[src/rtl/shift_register_univ.sv]
// Universal shift register: hold / shift / rotate / parallel load in either direction,
// with a saturating shift counter and a one-cycle pulse when a full word has moved.
module shift_register_univ #(
  parameter int unsigned     BIT     = 8,
  parameter logic [BIT-1:0]  RST_VAL = '0,
  localparam int unsigned    CW      = $clog2(BIT + 1)
) (
  input  logic           i_clk,
  input  logic           i_rst,
  input  logic           i_en,
  input  logic [1:0]     i_mode,
  input  logic           i_dir,
  input  logic           i_serial,
  input  logic [BIT-1:0] i_parrel,
  output logic [BIT-1:0] o_parrel,
  output logic           o_serial,
  output logic [CW-1:0]  o_cnt,
  output logic           o_done
);

  typedef enum logic [1:0] {
    MODE_HOLD  = 2'b00,
    MODE_SHIFT = 2'b01,
    MODE_ROT   = 2'b10,
    MODE_LOAD  = 2'b11
  } mode_e;

  mode_e          mode;
  logic [BIT-1:0] q;
  logic [BIT-1:0] shr_q, shl_q, ror_q, rol_q;
  logic [CW-1:0]  cnt;
  logic           done;
  logic           cnt_last;
  logic           cnt_full;

  assign mode = mode_e'(i_mode);

  // A single-bit register has no neighbours: shift takes the fill bit, rotate holds.
  if (BIT == 1) begin : g_narrow
    always_comb begin
      shr_q = i_serial;
      shl_q = i_serial;
      ror_q = q;
      rol_q = q;
    end
  end else begin : g_wide
    always_comb begin
      shr_q = {i_serial, q[BIT-1:1]};
      shl_q = {q[BIT-2:0], i_serial};
      ror_q = {q[0], q[BIT-1:1]};
      rol_q = {q[BIT-2:0], q[BIT-1]};
    end
  end

  assign cnt_last = (cnt == CW'(BIT - 1));
  assign cnt_full = (cnt == CW'(BIT));

  always_ff @(posedge i_clk or posedge i_rst) begin
    if (i_rst) begin
      q    <= RST_VAL;
      cnt  <= '0;
      done <= 1'b0;
    end else begin
      done <= 1'b0;
      if (i_en) begin
        unique case (mode)
          MODE_HOLD: ;
          MODE_SHIFT, MODE_ROT: begin
            if (mode == MODE_SHIFT) q <= i_dir ? shl_q : shr_q;
            else                    q <= i_dir ? rol_q : ror_q;
            if (!cnt_full) cnt <= cnt + 1'b1;
            done <= cnt_last;
          end
          MODE_LOAD: begin
            q   <= i_parrel;
            cnt <= '0;
          end
          default: ;
        endcase
      end
    end
  end

  assign o_parrel = q;
  assign o_serial = i_dir ? q[BIT-1] : q[0];
  assign o_cnt    = cnt;
  assign o_done   = done;

endmodule
[config.mk]
export PLATFORM = sky130hd
export DESIGN_NAME = shift_register_univ
export DESIGN_NICKNAME = d
export VERILOG_FILES = /design/src/rtl/shift_register_univ.sv
export SDC_FILE = /design/constraint.sdc
export NUM_CORES = 1
export LEC_CHECK = 0
export BUFFER_PORTS_ARGS = -buffer_cell sky130_fd_sc_hd__buf_2
export CAP_MARGIN = 25
export CORE_UTILIZATION = 43
export CTS_CLUSTER_SIZE = 12
export DETAILED_ROUTE_END_ITERATION = 8
export PLACE_DENSITY_LB_ADDON = 0.3
export SYNTH_ARGS = -nofsm -noshare
export SYNTH_HDL_FRONTEND = slang
export SYNTH_SLANG_ARGS = --single-unit
[constraint.sdc]
create_clock -name i_clk -period 1.5 [get_ports i_clk]
set_input_delay 0.225 -clock i_clk [delete_from_list [all_inputs] [get_ports i_clk]]
set_output_delay 0.225 -clock i_clk [all_outputs]
set_load 0.005 [all_outputs]
==> results_dict.tcl, run 1 <==
set metrics [dict create \
    clkTransAtPathRegs_ns 0.08 \
    path_class "flip-flop to flip-flop" \
    regArea_sq_um 325 \
    fin_ws_ns 0.0450 \
    numClockSinks 13 \
    insertion_delay_ns 0.28 \
    maxSlewHeadroom_pct 65.9 \
    p_per_area_nw_per_um2 1200 \
    fin_crit_ns 1.46 \
    grt_max_degree 14 \
    grt_pass1_vias 640 \
    setup_viol_count_final 0 \
    coreArea_sq_um 1750 \
    r2r-start "o_cnt[0]" \
    tightest_slew_ns 0.511 \
    synth_area_leaders "dfrtp_1 (40%), mux2_2 (11%), mux2i_1 (8.6%)" \
    ys_seq_area_share_pct 40.0 \
    diodes 0 \
    internal-power_uw 847 \
    wl_per_cell_um 12.5 \
    area_growth_pct 32.9 \
    ys_types 20 \
    r2r_cells 5 \
    yosys.area_share.simple_pct 13.2 \
    routed_via_density 5.13 \
    hold_viol 0 \
    synth_top_area_share_pct 40.0 \
    antenna_found_initial 0 \
    filler_cell_count 159 \
    synth_top_family_by_area "multiplexers" \
    seq_power_share_pct 42.1 \
    yosys_most_used_dff "dfrtp_1" \
    hold_slack_ns 0.209 \
    crit_arrival_ns 1.65 \
    cts_buffer_depth 2 \
    num_io_pins 29 \
    end_kind "flip-flop" \
    cts_setup_buffers 0 \
    netlist_area_sq_um 813 \
    status "completed" \
    synth_edf_count 0 \
    critPathLaunchType "flip-flop" \
    gp_congestion 0.730 \
    grt_usage_pct 20.2 \
    die_area_sq_um 2070 \
    min_path_cells 3 \
    dr.pass1.iters 4 \
    cts_tree "yes" \
    hpwl_um 1390 \
    min_from "i_en" \
    initial_core_util_pct 46.6 \
    num_rows 15 \
    required_ns 1.70 \
    synthAdderAreaFrac_pct 7.69 \
    critPathMaxFanout 3 \
    hold_path.class "input pin to flip-flop" \
    synth-compound-area-share_pct 14.5 \
    total_leakage_power_nw 0.548 \
    synthCells 84 \
    dp_slack_ns -0.0457 \
    vdd_drop_max_uv 694 \
    numCtsBuffers 3 \
    routed_wirelength_um 1830 \
    syn_avg_cell_area_sq_um 9.68 \
    ant_nets 0 \
    clock-root-buffer "clkbuf_4" \
    synth_seq_cells 13 \
    first_iter_violations 9 \
    synthMuxAreaShare_pct 19.7 \
    synth_warnings 0 \
    vias 754 \
    p_sw_uw 455 \
    drc 0 \
    multiInputGateArea_sq_um 458 \
    fmax_mhz 687 \
    rr_endpoint "o_cnt[2]" \
    final_cell_mix "buf_2 (28), dfrtp_1 (13), o21ai_0 (11)" \
    layout-drive-gt1-share_pct 42.6 \
    r2r_slack_ns 0.04 \
    hold_end "o_done" \
    yosys.area.top_type "dfrtp_1" \
    portBuffers 28 \
    finClkSkew_ns 0.000467 \
    final_nets 143 \
    min_period_over_period_pct 97.0 \
    async_flop_share_pct 100 \
    netSwitchingFraction_pct 35.0 \
    grt_remaining_overflow 0 \
    comb_power_share_pct 40.6 \
    synth_xor_xnor_area_share_pct 0 \
    p_clk_share_pct 17.3 \
    drv_cap 0 \
    final_common_cell "buf_2" \
    grt_pass1_wl_um 2840 \
    die_h_um 45.5 \
    die_x_um 45.5 \
    htreeDepth 1 \
    synth_fp_nets 104 \
    drv_slew 0 \
]
[final cells by class]
| cell class | count | area share [%] |
|---|---|---|
| Clock buffer | 4 | 2.43 |
| Inverter | 6 | 2.08 |
| Multi-Input combinational cell | 61 | 42.4 |
| Sequential cell | 13 | 30.1 |
| Tap cell | 25 | 2.89 |
| Timing Repair Buffer | 38 | 20.1 |
[cell usage after synthesis, drive strengths merged, types with 2 or more instances]
cell and count:
buf 2, a31oi 3, clkbuf 2, inv 6, nand2 9, o21ai 12
nor2 5, dfrtp 13, mux2i 7, o31ai 3, mux2 8, nand2b 2
ha 5
[how the worst max path moves through the flow]
stage	startpoint	cells past startpoint	slack [ns]	endpoint
after floorplan	o_cnt[0]	5	0.01	o_cnt[3]
after global placement	i_mode[0]	6	0.02	o_cnt[3]
after detailed placement	i_mode[1]	6	-0.05	o_cnt[3]
after CTS	o_cnt[0]	5	0.04	o_cnt[3]
after global routing	o_cnt[0]	5	-0.03	o_cnt[2]
final	o_cnt[0]	5	0.04	o_cnt[2]
[per-layer routing]
metal	wire, um	vias up	global-route usage [%]
li1	-	368	-
met1	809	359	27.5
met2	896	22	30.3
met3	87	5	3.57
met4	40	0	10.9
met5	0	-	0
[critical path, cell delays in order, from the launching register on]
cell and delay (ns):
dfrtp_1 0.35, inv_1 0.05, ha_1 0.19, and4b_4 0.21, or3_4 0.38, o21ai_0 0.20
[stage by stage]
stage	power [mW]	instance area (sq um)	setup TNS [ns]	util, %	std cells
CTS	1.30	1070	0	61.4	147
detailed placement	1.08	1030	-0.111	59.3	142
finish	1.30	1080	0	61.9	147
floorplan	0.819	813	0	-	84
global route	1.41	1080	-0.0262	61.9	147
global placement	1.05	1030	0	59.3	142
[power groups by stage]
stage | Sequential [mW] | Clock (mW) | Combinational, mW
6_report | 0.548 | 0.225 | 0.529
5_1_grt | 0.567 | 0.248 | 0.597
4_1_cts | 0.547 | 0.230 | 0.527
3_5_place_dp | 0.553 | 0 | 0.522
3_3_place_gp | 0.546 | 0 | 0.504
2_1_floorplan | 0.568 | 0 | 0.251
[what timing repair did]
item | CTS | global route
gates resized for setup | 0 | 3
endpoints found under the hold margin | 13 | 0
endpoints found under the setup margin | 0 | 2
hold buffers | 1 | 0
[cells by family (layout without fill, tap and decap cells)]
kind of cell               after synthesis  count (layout)
and+or+nand+nor                         21              21
AOI/OAI and AO/OA                       20              20
DFF                                     13              13
adders and majority gates                5               5
muxes                                   15              15
buffers and inverters                   10              48
[sequential cells by signal, indices dropped and copies added, names as in the netlist]
register  flops
o_parrel      8
o_cnt         4
o_done        1
Power figures use the tool's default switching activity.
==> run 2: changes to the inputs <==
- GPL_TIMING_DRIVEN: unset -> 0
==> run 2 against run 1 <==
Net effect:
- global-route usage is 0.27 points lower
- cell count shrank 2.0%
- first-iteration DRC count is 100% higher
- sequential share of layout area is 1.2 points higher
- fmax down 1.7%
- worst setup slack worse by 0.025 ns
- clock power barely moved
- register-to-register slack got worse by 0.03 ns
- worst hold slack lost 0.00068 ns
- flip-flop and latch count did not move
- wire length increased by 3.1%
- utilization shrank 2.3 points
==> results_dict.tcl, run 2 (synthesis results as in run 1) <==
set metrics [dict create \
    p_clk_share_pct 17.7 \
    path_buf_inv 1 \
    insertion_delay_ns 0.28 \
    finClkSkew_ns 0.000971 \
    die_area_sq_um 2070 \
    netSwitchingFraction_pct 35.6 \
    max_stage_delay_ns 0.38 \
    drv_cap 0 \
    rsz0062_at_grt "yes" \
    num_io_pins 29 \
    grt_pass1_vias 637 \
    vdd_drop_max_uv 680 \
    clock-root-buffer "clkbuf_4" \
    fin_crit_ns 1.48 \
    internal-power_uw 827 \
    seq_power_share_pct 43.4 \
    crit_arrival_ns 1.68 \
    end_kind "flip-flop" \
    grt_usage_pct 19.9 \
    gp_congestion 0.719 \
    setup_tns_ns 0 \
    diodes 0 \
    vias 736 \
    path_class "flip-flop to flip-flop" \
    numCtsBuffers 3 \
    antenna_found_initial 0 \
    routed_wirelength_um 1890 \
    required_ns 1.70 \
    initial_core_util_pct 46.6 \
    power_mw 1.28 \
    critPathTopFamily "simple AND/OR/NAND/NOR gates" \
    grt_max_degree 14 \
    p_sw_uw 457 \
    critPathMaxFanout 5 \
    dr.pass1.iters 4 \
    min_period_over_period_pct 98.7 \
    wl_per_cell_um 13.1 \
    setup_viol_count_final 0 \
    die_x_um 45.5 \
    clkTransAtPathRegs_ns 0.08 \
    critPathSlowestCell "or3_4" \
    numClockSinks 13 \
    first_iter_violations 18 \
    grt_pass1_wl_um 2840 \
    critPathLaunchType "flip-flop" \
    crit_chain "inv_1 -> ha_1 -> and4b_4 -> or3_4 -> o31ai_2" \
    ant_nets 0 \
    final_nets 140 \
    portBuffers 28 \
    p_per_area_nw_per_um2 1230 \
    largest_reg_flops 8 \
    die_h_um 45.5 \
    total_leakage_power_nw 0.523 \
    final_common_cell "buf_2" \
    htreeDepth 1 \
    status "completed" \
    drv_slew 0 \
    maxSlewHeadroom_pct 58.3 \
    cts_buffer_depth 2 \
    comb_power_share_pct 38.9 \
    fmax_mhz 676 \
    final_cell_mix "buf_2 (30), dfrtp_1 (13), o21ai_0 (10)" \
    routed_via_density 5.11 \
    cts_tree "yes" \
    hold_path.class "input pin to flip-flop" \
    grt_remaining_overflow 0 \
    num_rows 15 \
    layout-drive-gt1-share_pct 38.7 \
    hold_viol 0 \
    tightest_slew_ns 0.618 \
    area_growth_pct 28.0 \
    coreArea_sq_um 1750 \
    drc 0 \
]
[run 2: through the flow]
step	instances	utilization [%]	worst slack, ns	hold slack [ns]	area, sq um
after floorplan	84	-	0.0123	0.102	813
after global placement	137	56.4	-0.103	0.286	985
after detailed placement	137	56.4	-0.143	0.284	985
after CTS	144	59.4	0.0147	0.205	1040
after global routing	144	59.6	-0.0142	0.205	1040
final	144	59.6	0.0199	0.208	1040
[run 2: repair_timing]
item,CTS,global route
pin swaps,0,0
setup buffers,2,0
hold buffers,1,0
setup endpoints to repair,3,3
gates resized for setup,0,3
hold endpoints to repair,13,0
[run 2: worst min-delay path, cell delays in order]
cell	delay, ns
buf_2	0.11
nand4_1	0.08
nor2_1	0.04
[run 2: layer usage]
layer | track usage, % | share of wire [%] | up-vias
li1 | - | - | 364
met1 | 24.8 | 45 | 338
met2 | 30.6 | 48 | 27
met3 | 3.17 | 4.6 | 7
met4 | 15.2 | 2.2 | 0
met5 | 0 | 0 | -
[run 2: power groups by stage]
stage | logic, mW | clock network, mW | registers [mW]
floorplan | 0.251 | 0 | 0.568
global placement | 0.417 | 0 | 0.575
detailed placement | 0.427 | 0 | 0.580
CTS | 0.483 | 0.230 | 0.555
global route | 0.552 | 0.246 | 0.571
finish | 0.499 | 0.227 | 0.558
[run 2: final timing paths]
| check | from | to | cells past startpoint | slack, ns |
|---|---|---|---|---|
| worst max-delay path | o_cnt[0] | o_cnt[3] | 5 | 0.02 |
| worst min register to register | o_cnt[3] | o_done | 1 | 0.52 |
| min in group asynchronous | i_rst | o_cnt[0] | 3 | 0.51 |
| max in group asynchronous | i_rst | o_parrel[1] | 3 | 0.65 |
| worst max register to register | o_cnt[0] | o_cnt[3] | 5 | 0.02 |
| worst min-delay path | i_en | o_done | 3 | 0.21 |
[run 2: cell type report]
| type | instances | area, sq um |
|---|---|---|
| fillers | 166 | 704 |
| well taps | 25 | 31.3 |
| plain buffers | 4 | 17.5 |
| clock buffers | 4 | 26.3 |
| repair buffers | 31 | 165 |
| inverters | 6 | 22.5 |
| flip-flops and latches | 13 | 325 |
| multi-input cells | 61 | 453 |
